[src/rtl/load_store_unit.sv]
// Memory-stage load/store unit: sequences word loads/stores against a
// combinational-read data memory. Define LSU_SUBWORD_EN for byte/halfword access.
module load_store_unit (
    input  logic        clk,
    input  logic        reset,
    input  logic        req_valid,
    input  logic        req_we,
    input  logic [1:0]  req_size,
    input  logic        req_signed,
    input  logic [6:0]  req_addr,
    input  logic [31:0] req_wdata,
    output logic        stall,
    output logic        done,
    output logic [31:0] rdata,
    output logic        misalign_err,
    output logic [6:0]  dm_R_addr,
    output logic [6:0]  dm_W_addr,
    output logic [31:0] dm_W_data,
    output logic        dm_MemRead,
    output logic        dm_MemWrite,
    input  logic [31:0] dm_R_data
);

    typedef enum logic [2:0] {
        IDLE   = 3'd0,
        LOAD   = 3'd1,
`ifdef LSU_SUBWORD_EN
        RMW_RD = 3'd2,
`endif
        STORE  = 3'd3,
        DONE   = 3'd4
    } state_t;

    state_t      state_q, state_d;
    logic [6:0]  addr_q, addr_d;
    logic [31:0] wdata_q, wdata_d;
    logic        we_q, we_d;
    logic [31:0] rdata_q, rdata_d;
    logic        done_q, done_d;
    logic        err_q, err_d;
    logic        rd_q, rd_d;
    logic        wr_q, wr_d;
`ifdef LSU_SUBWORD_EN
    logic [1:0]  size_q, size_d;
    logic        signed_q, signed_d;
`else
    logic        unused_s;
    assign unused_s = req_signed;
`endif

    function automatic logic is_misaligned(input logic [1:0] size, input logic [1:0] lo);
        logic r;
`ifdef LSU_SUBWORD_EN
        case (size)
            2'b00:   r = 1'b0;
            2'b01:   r = lo[0];
            2'b10:   r = (lo != 2'b00);
            default: r = 1'b1;
        endcase
`else
        r = (size != 2'b10) || (lo != 2'b00);
`endif
        return r;
    endfunction

`ifdef LSU_SUBWORD_EN
    function automatic logic [31:0] load_extend(input logic [31:0] word, input logic [1:0] size,
                                                input logic sgn, input logic [1:0] lo);
        logic [7:0]  b;
        logic [15:0] h;
        logic [31:0] r;
        case (lo)
            2'b00:   b = word[7:0];
            2'b01:   b = word[15:8];
            2'b10:   b = word[23:16];
            default: b = word[31:24];
        endcase
        h = lo[1] ? word[31:16] : word[15:0];
        case (size)
            2'b00:   r = {{24{sgn & b[7]}}, b};
            2'b01:   r = {{16{sgn & h[15]}}, h};
            default: r = word;
        endcase
        return r;
    endfunction

    // Replace only the addressed lane of the old word with the store data.
    function automatic logic [31:0] store_merge(input logic [31:0] old_word, input logic [31:0] wdata,
                                                input logic [1:0] size, input logic [1:0] lo);
        logic [31:0] r;
        r = old_word;
        case (size)
            2'b00: begin
                case (lo)
                    2'b00:   r[7:0]   = wdata[7:0];
                    2'b01:   r[15:8]  = wdata[7:0];
                    2'b10:   r[23:16] = wdata[7:0];
                    default: r[31:24] = wdata[7:0];
                endcase
            end
            2'b01: begin
                if (lo[1]) begin
                    r[31:16] = wdata[15:0];
                end else begin
                    r[15:0] = wdata[15:0];
                end
            end
            default: r = wdata;
        endcase
        return r;
    endfunction
`endif

    // Next-state and next-output computation.
    always_comb begin
        state_d = state_q;
        addr_d  = addr_q;
        wdata_d = wdata_q;
        we_d    = we_q;
        rdata_d = rdata_q;
        done_d  = 1'b0;
        err_d   = 1'b0;
`ifdef LSU_SUBWORD_EN
        size_d   = size_q;
        signed_d = signed_q;
`endif
        case (state_q)
            IDLE: begin
                if (req_valid) begin
                    addr_d  = req_addr;
                    wdata_d = req_wdata;
                    we_d    = req_we;
`ifdef LSU_SUBWORD_EN
                    size_d   = req_size;
                    signed_d = req_signed;
`endif
                    if (is_misaligned(req_size, req_addr[1:0])) begin
                        state_d = DONE;
                        done_d  = 1'b1;
                        err_d   = 1'b1;
                    end else if (!req_we) begin
                        state_d = LOAD;
`ifdef LSU_SUBWORD_EN
                    end else if (req_size != 2'b10) begin
                        state_d = RMW_RD;
`endif
                    end else begin
                        state_d = STORE;
                    end
                end else begin
                    state_d = IDLE;
                end
            end
            LOAD: begin
`ifdef LSU_SUBWORD_EN
                rdata_d = load_extend(dm_R_data, size_q, signed_q, addr_q[1:0]);
`else
                rdata_d = dm_R_data;
`endif
                state_d = DONE;
                done_d  = 1'b1;
            end
`ifdef LSU_SUBWORD_EN
            RMW_RD: begin
                wdata_d = store_merge(dm_R_data, wdata_q, size_q, addr_q[1:0]);
                state_d = STORE;
            end
`endif
            STORE: begin
                state_d = DONE;
                done_d  = 1'b1;
            end
            DONE: begin
                state_d = IDLE;
            end
            default: begin
                state_d = IDLE;
            end
        endcase
`ifdef LSU_SUBWORD_EN
        rd_d = (state_d == LOAD) || (state_d == RMW_RD);
`else
        rd_d = (state_d == LOAD);
`endif
        wr_d = (state_d == STORE) && we_d;
    end

    // State and registered-output flops; reset drops any pending write at once.
    always_ff @(posedge clk or posedge reset) begin
        if (reset) begin
            state_q <= IDLE;
            addr_q  <= 7'd0;
            wdata_q <= 32'd0;
            we_q    <= 1'b0;
            rdata_q <= 32'd0;
            done_q  <= 1'b0;
            err_q   <= 1'b0;
            rd_q    <= 1'b0;
            wr_q    <= 1'b0;
`ifdef LSU_SUBWORD_EN
            size_q   <= 2'b00;
            signed_q <= 1'b0;
`endif
        end else begin
            state_q <= state_d;
            addr_q  <= addr_d;
            wdata_q <= wdata_d;
            we_q    <= we_d;
            rdata_q <= rdata_d;
            done_q  <= done_d;
            err_q   <= err_d;
            rd_q    <= rd_d;
            wr_q    <= wr_d;
`ifdef LSU_SUBWORD_EN
            size_q   <= size_d;
            signed_q <= signed_d;
`endif
        end
    end

    assign stall        = req_valid & ~done_q;
    assign done         = done_q;
    assign misalign_err = err_q;
    assign rdata        = rdata_q;
    assign dm_R_addr    = addr_q;
    assign dm_W_addr    = addr_q;
    assign dm_W_data    = wdata_q;
    assign dm_MemRead   = rd_q;
    assign dm_MemWrite  = wr_q;

endmodule

[config.mk]
export PLATFORM = sky130hd
export DESIGN_NAME = load_store_unit
export DESIGN_NICKNAME = d
export VERILOG_FILES = /design/src/rtl/load_store_unit.sv
export SDC_FILE = /design/constraint.sdc
export NUM_CORES = 1
export LEC_CHECK = 0
export CAP_MARGIN = 20
export CORE_MARGIN = 5
export CORE_UTILIZATION = 25
export DETAILED_ROUTE_END_ITERATION = 7
export GPL_ROUTABILITY_DRIVEN = 0
export PLACE_DENSITY = 0.68
export SYNTH_ARGS = -nofsm -noshare
export SYNTH_HDL_FRONTEND = slang
export SYNTH_SLANG_ARGS = --single-unit
[constraint.sdc]
create_clock -name clk -period 2.9 [get_ports clk]
set_clock_uncertainty 0.2 [all_clocks]
set_input_delay 0.725 -clock clk [delete_from_list [all_inputs] [get_ports clk]]
set_output_delay 0.725 -clock clk [all_outputs]
set_load 0.02 [all_outputs]
==> out/metrics.yaml <==
cts-root-buf: "clkbuf_16"
grt_pass1_wl_um: 12590
detail_route.first_pass.iterations: 3
synth_compound_area_frac: 0.002140
track_usage: 0.1128
total_power_w: 0.003716
post-cts-setup-buffers: 0
port_buffers: 159
cts_max_level: 3
status: "finished, final reports clean"
tritoncts: "yes"
crit_slowest_cell: "clkdlybuf4s50_1"
hpwl_um: 5711
synthTopCellsByCount: "dfrtp_1 (77), mux2_2 (66), buf_2 (8), buf_4 (7), mux2_1 (3)"
antenna_found_initial: 0
synth_mux_area_frac: 0.2761
syn_nets: 254
critical_path_class: "input pin to primary output"
drive_above_1_share: 0.2669
synth_area_leaders: "dfrtp_1 (66%), mux2_2 (25%), buf_4 (1.8%)"
drcViolationCount: 0
async_flop_share: 1.000
cts_sinks: 77
rr_startpoint: "done"
min-delay-path-class: "flip-flop to flip-flop"
startpoint: "req_valid"
synth_top_family_by_area: "multiplexers"
finalHoldViolCount: 0
syn_to_final_growth_pct: 71.66
cp_top_family: "buffers and inverters"
path_clk_slew_ns: 0.06
ios: 161
critPathLaunchType: "input pin"
die-area_mm2: 0.01395
gr-total-overflow: 0
clk_latency_ns: 0.33
cp_max_fo: 2
start_util: 0.2560
netlist_instances: 176
grt_max_degree: 78
numCtsBuffers: 9
final_cells: 484
crit_required_ns: 1.98
ys_types: 17
num_vias: 2010
drt_iter0_drc: 88
synth_area_per_cell_um2: 16.61
rsz0062_at_grt: "no"
cap_violations: 0
ys.flop_type: "dfrtp_1"
dp_cells: 468
slowest_delay_ns: 0.47
die_w_um: 118.1
synthSimpleGateAreaFrac: 0.02825
synth_top_cell_area_share: 0.6592
first_global_vias: 2317
drv_slew: 0
p_leak_nw: 2.110
worst_pin_slew_ns: 0.6684
yosys.area.top_type: "dfrtp_1"
core_mm2: 0.01142
detail-route-antenna-nets: 0
ys_seq_area_frac: 0.6592
vias_per_cell: 4.153
synth-xor-area-share: 0
path_cells: "clkdlybuf4s50_1, nor2b_1, dlygate4sd2_1"
cp.buffers_inverters: 2
max-slew-margin-rel: 0.5540
finalSetupViolCount: 0
synth-adder-area-share: 0
crit_arrival_ns: 1.72
insertedDiodeCount: 0
synth_edf_count: 0
worstHoldStart: "dm_W_data[6]"
synth.most_common_cell: "dfrtp_1"
rows: 39
post_cts_resized: 1
wl_per_cell_um: 15.92
wirelength_um: 7704
synth_warnings: 0
min_period_ns: 2.646
period_share: 0.9123
cts_buffer_depth: 2
ir_drop_mv: 0.2863
syn-cell-area_mm2: 0.002923
synth-seq-cells: 77
power_density_mw_per_mm2: 740.6
nets: 414
max_freq_mhz: 378.0
cts_hold_buf: 0
end_kind: "primary output"
fillers: 1081
die_y_um: 118.1
==> flip-flops by register name, summed over array words and instances (netlist names) <==
name          flops
state_q           2
dm_MemWrite       1
dm_MemRead        1
done              1
dm_W_data        32
dm_R_addr         7
rdata            32
misalign_err      1
==> where the power goes <==
part           internal, W  total [W]  switching [W]
Combinational     0.000620    0.00111       0.000490
Clock             0.000798    0.00122       0.000426
Sequential         0.00128    0.00138       0.000107
Total              0.00269    0.00372        0.00102
==> cell usage in the layout (no fill, tap or decap), types with 3 or more instances in the layout <==
| cell | n |
|---|---|
| clkinv_2 | 3 |
| mux2_1 | 3 |
| clkdlybuf4s50_1 | 158 |
| mux2_2 | 66 |
| dfrtp_1 | 77 |
| buf_12 | 3 |
| clkbuf_16 | 9 |
==> cells by family (layout without fill, tap and decap cells) <==
group / Yosys count / after routing
AO/OA/AOI/OAI: 1 / 1
multiplexers: 71 / 71
buffers and inverters: 17 / 182
AND/OR/NAND/NOR: 10 / 10
flip-flops: 77 / 77
==> per-layer routing <==
layer | vias to the layer above | share of wire | GRT usage | routed length, µm
met1 | 977 | 0.41 | 0.1323 | 3174
met3 | 13 | 0.078 | 0.04229 | 600
met5 | - | 0 | 0 | 0
met4 | 0 | 0.019 | 0.05520 | 146
met2 | 94 | 0.49 | 0.1814 | 3783
li1 | 926 | - | - | -
==> area by class of cell <==
class / instances / area (µm²) / area share
flip-flops and latches: 77 / 1927 / 0.3840
repair buffers: 164 / 1665 / 0.3319
multi-input cells: 82 / 910.9 / 0.1815
clock buffers: 12 / 256.5 / 0.05112
well taps: 143 / 178.9 / 0.03566
clock inverters: 4 / 70.07 / 0.01397
inverters: 2 / 8.758 / 0.001746
==> metrics by stage <==
step / TNS, ns / worst slack, ns / instance area [µm²] / hold WS [ns] / util
4_1_cts: 0 / 0.2290 / 5017 / 0.3027 / 0.4394
2_1_floorplan: 0 / 0.008321 / 2923 / 0.3531 / -
3_3_place_gp: -0.04038 / -0.04038 / 4692 / 0.2668 / 0.4109
3_5_place_dp: -0.05518 / -0.05518 / 4692 / 0.2783 / 0.4109
5_1_grt: 0 / 0.1637 / 5017 / 0.3154 / 0.4394
6_report: 0 / 0.2544 / 5017 / 0.2977 / 0.4394
==> worst paths after layout <==
check / to / slack, ns / depth (start not counted)
max: stall / 0.25 / 3
min: dm_W_data[6] / 0.30 / 1
max reg2reg: rdata[5] / 0.88 / 3
min reg2reg: dm_W_data[6] / 0.30 / 1
max in group asynchronous: rdata[27] / 1.57 / 3
min in group asynchronous: dm_W_data[17] / 0.61 / 3
==> worst register-to-register path, delay by kind of cell, from the launching register on <==
| kind | cells | cell delay [ns] |
|---|---|---|
| buf+inv | 1 | 0.26 |
| flops | 1 | 0.47 |
| mux | 1 | 0.36 |
| simple gates | 1 | 0.61 |
Power figures use the tool's default switching activity.
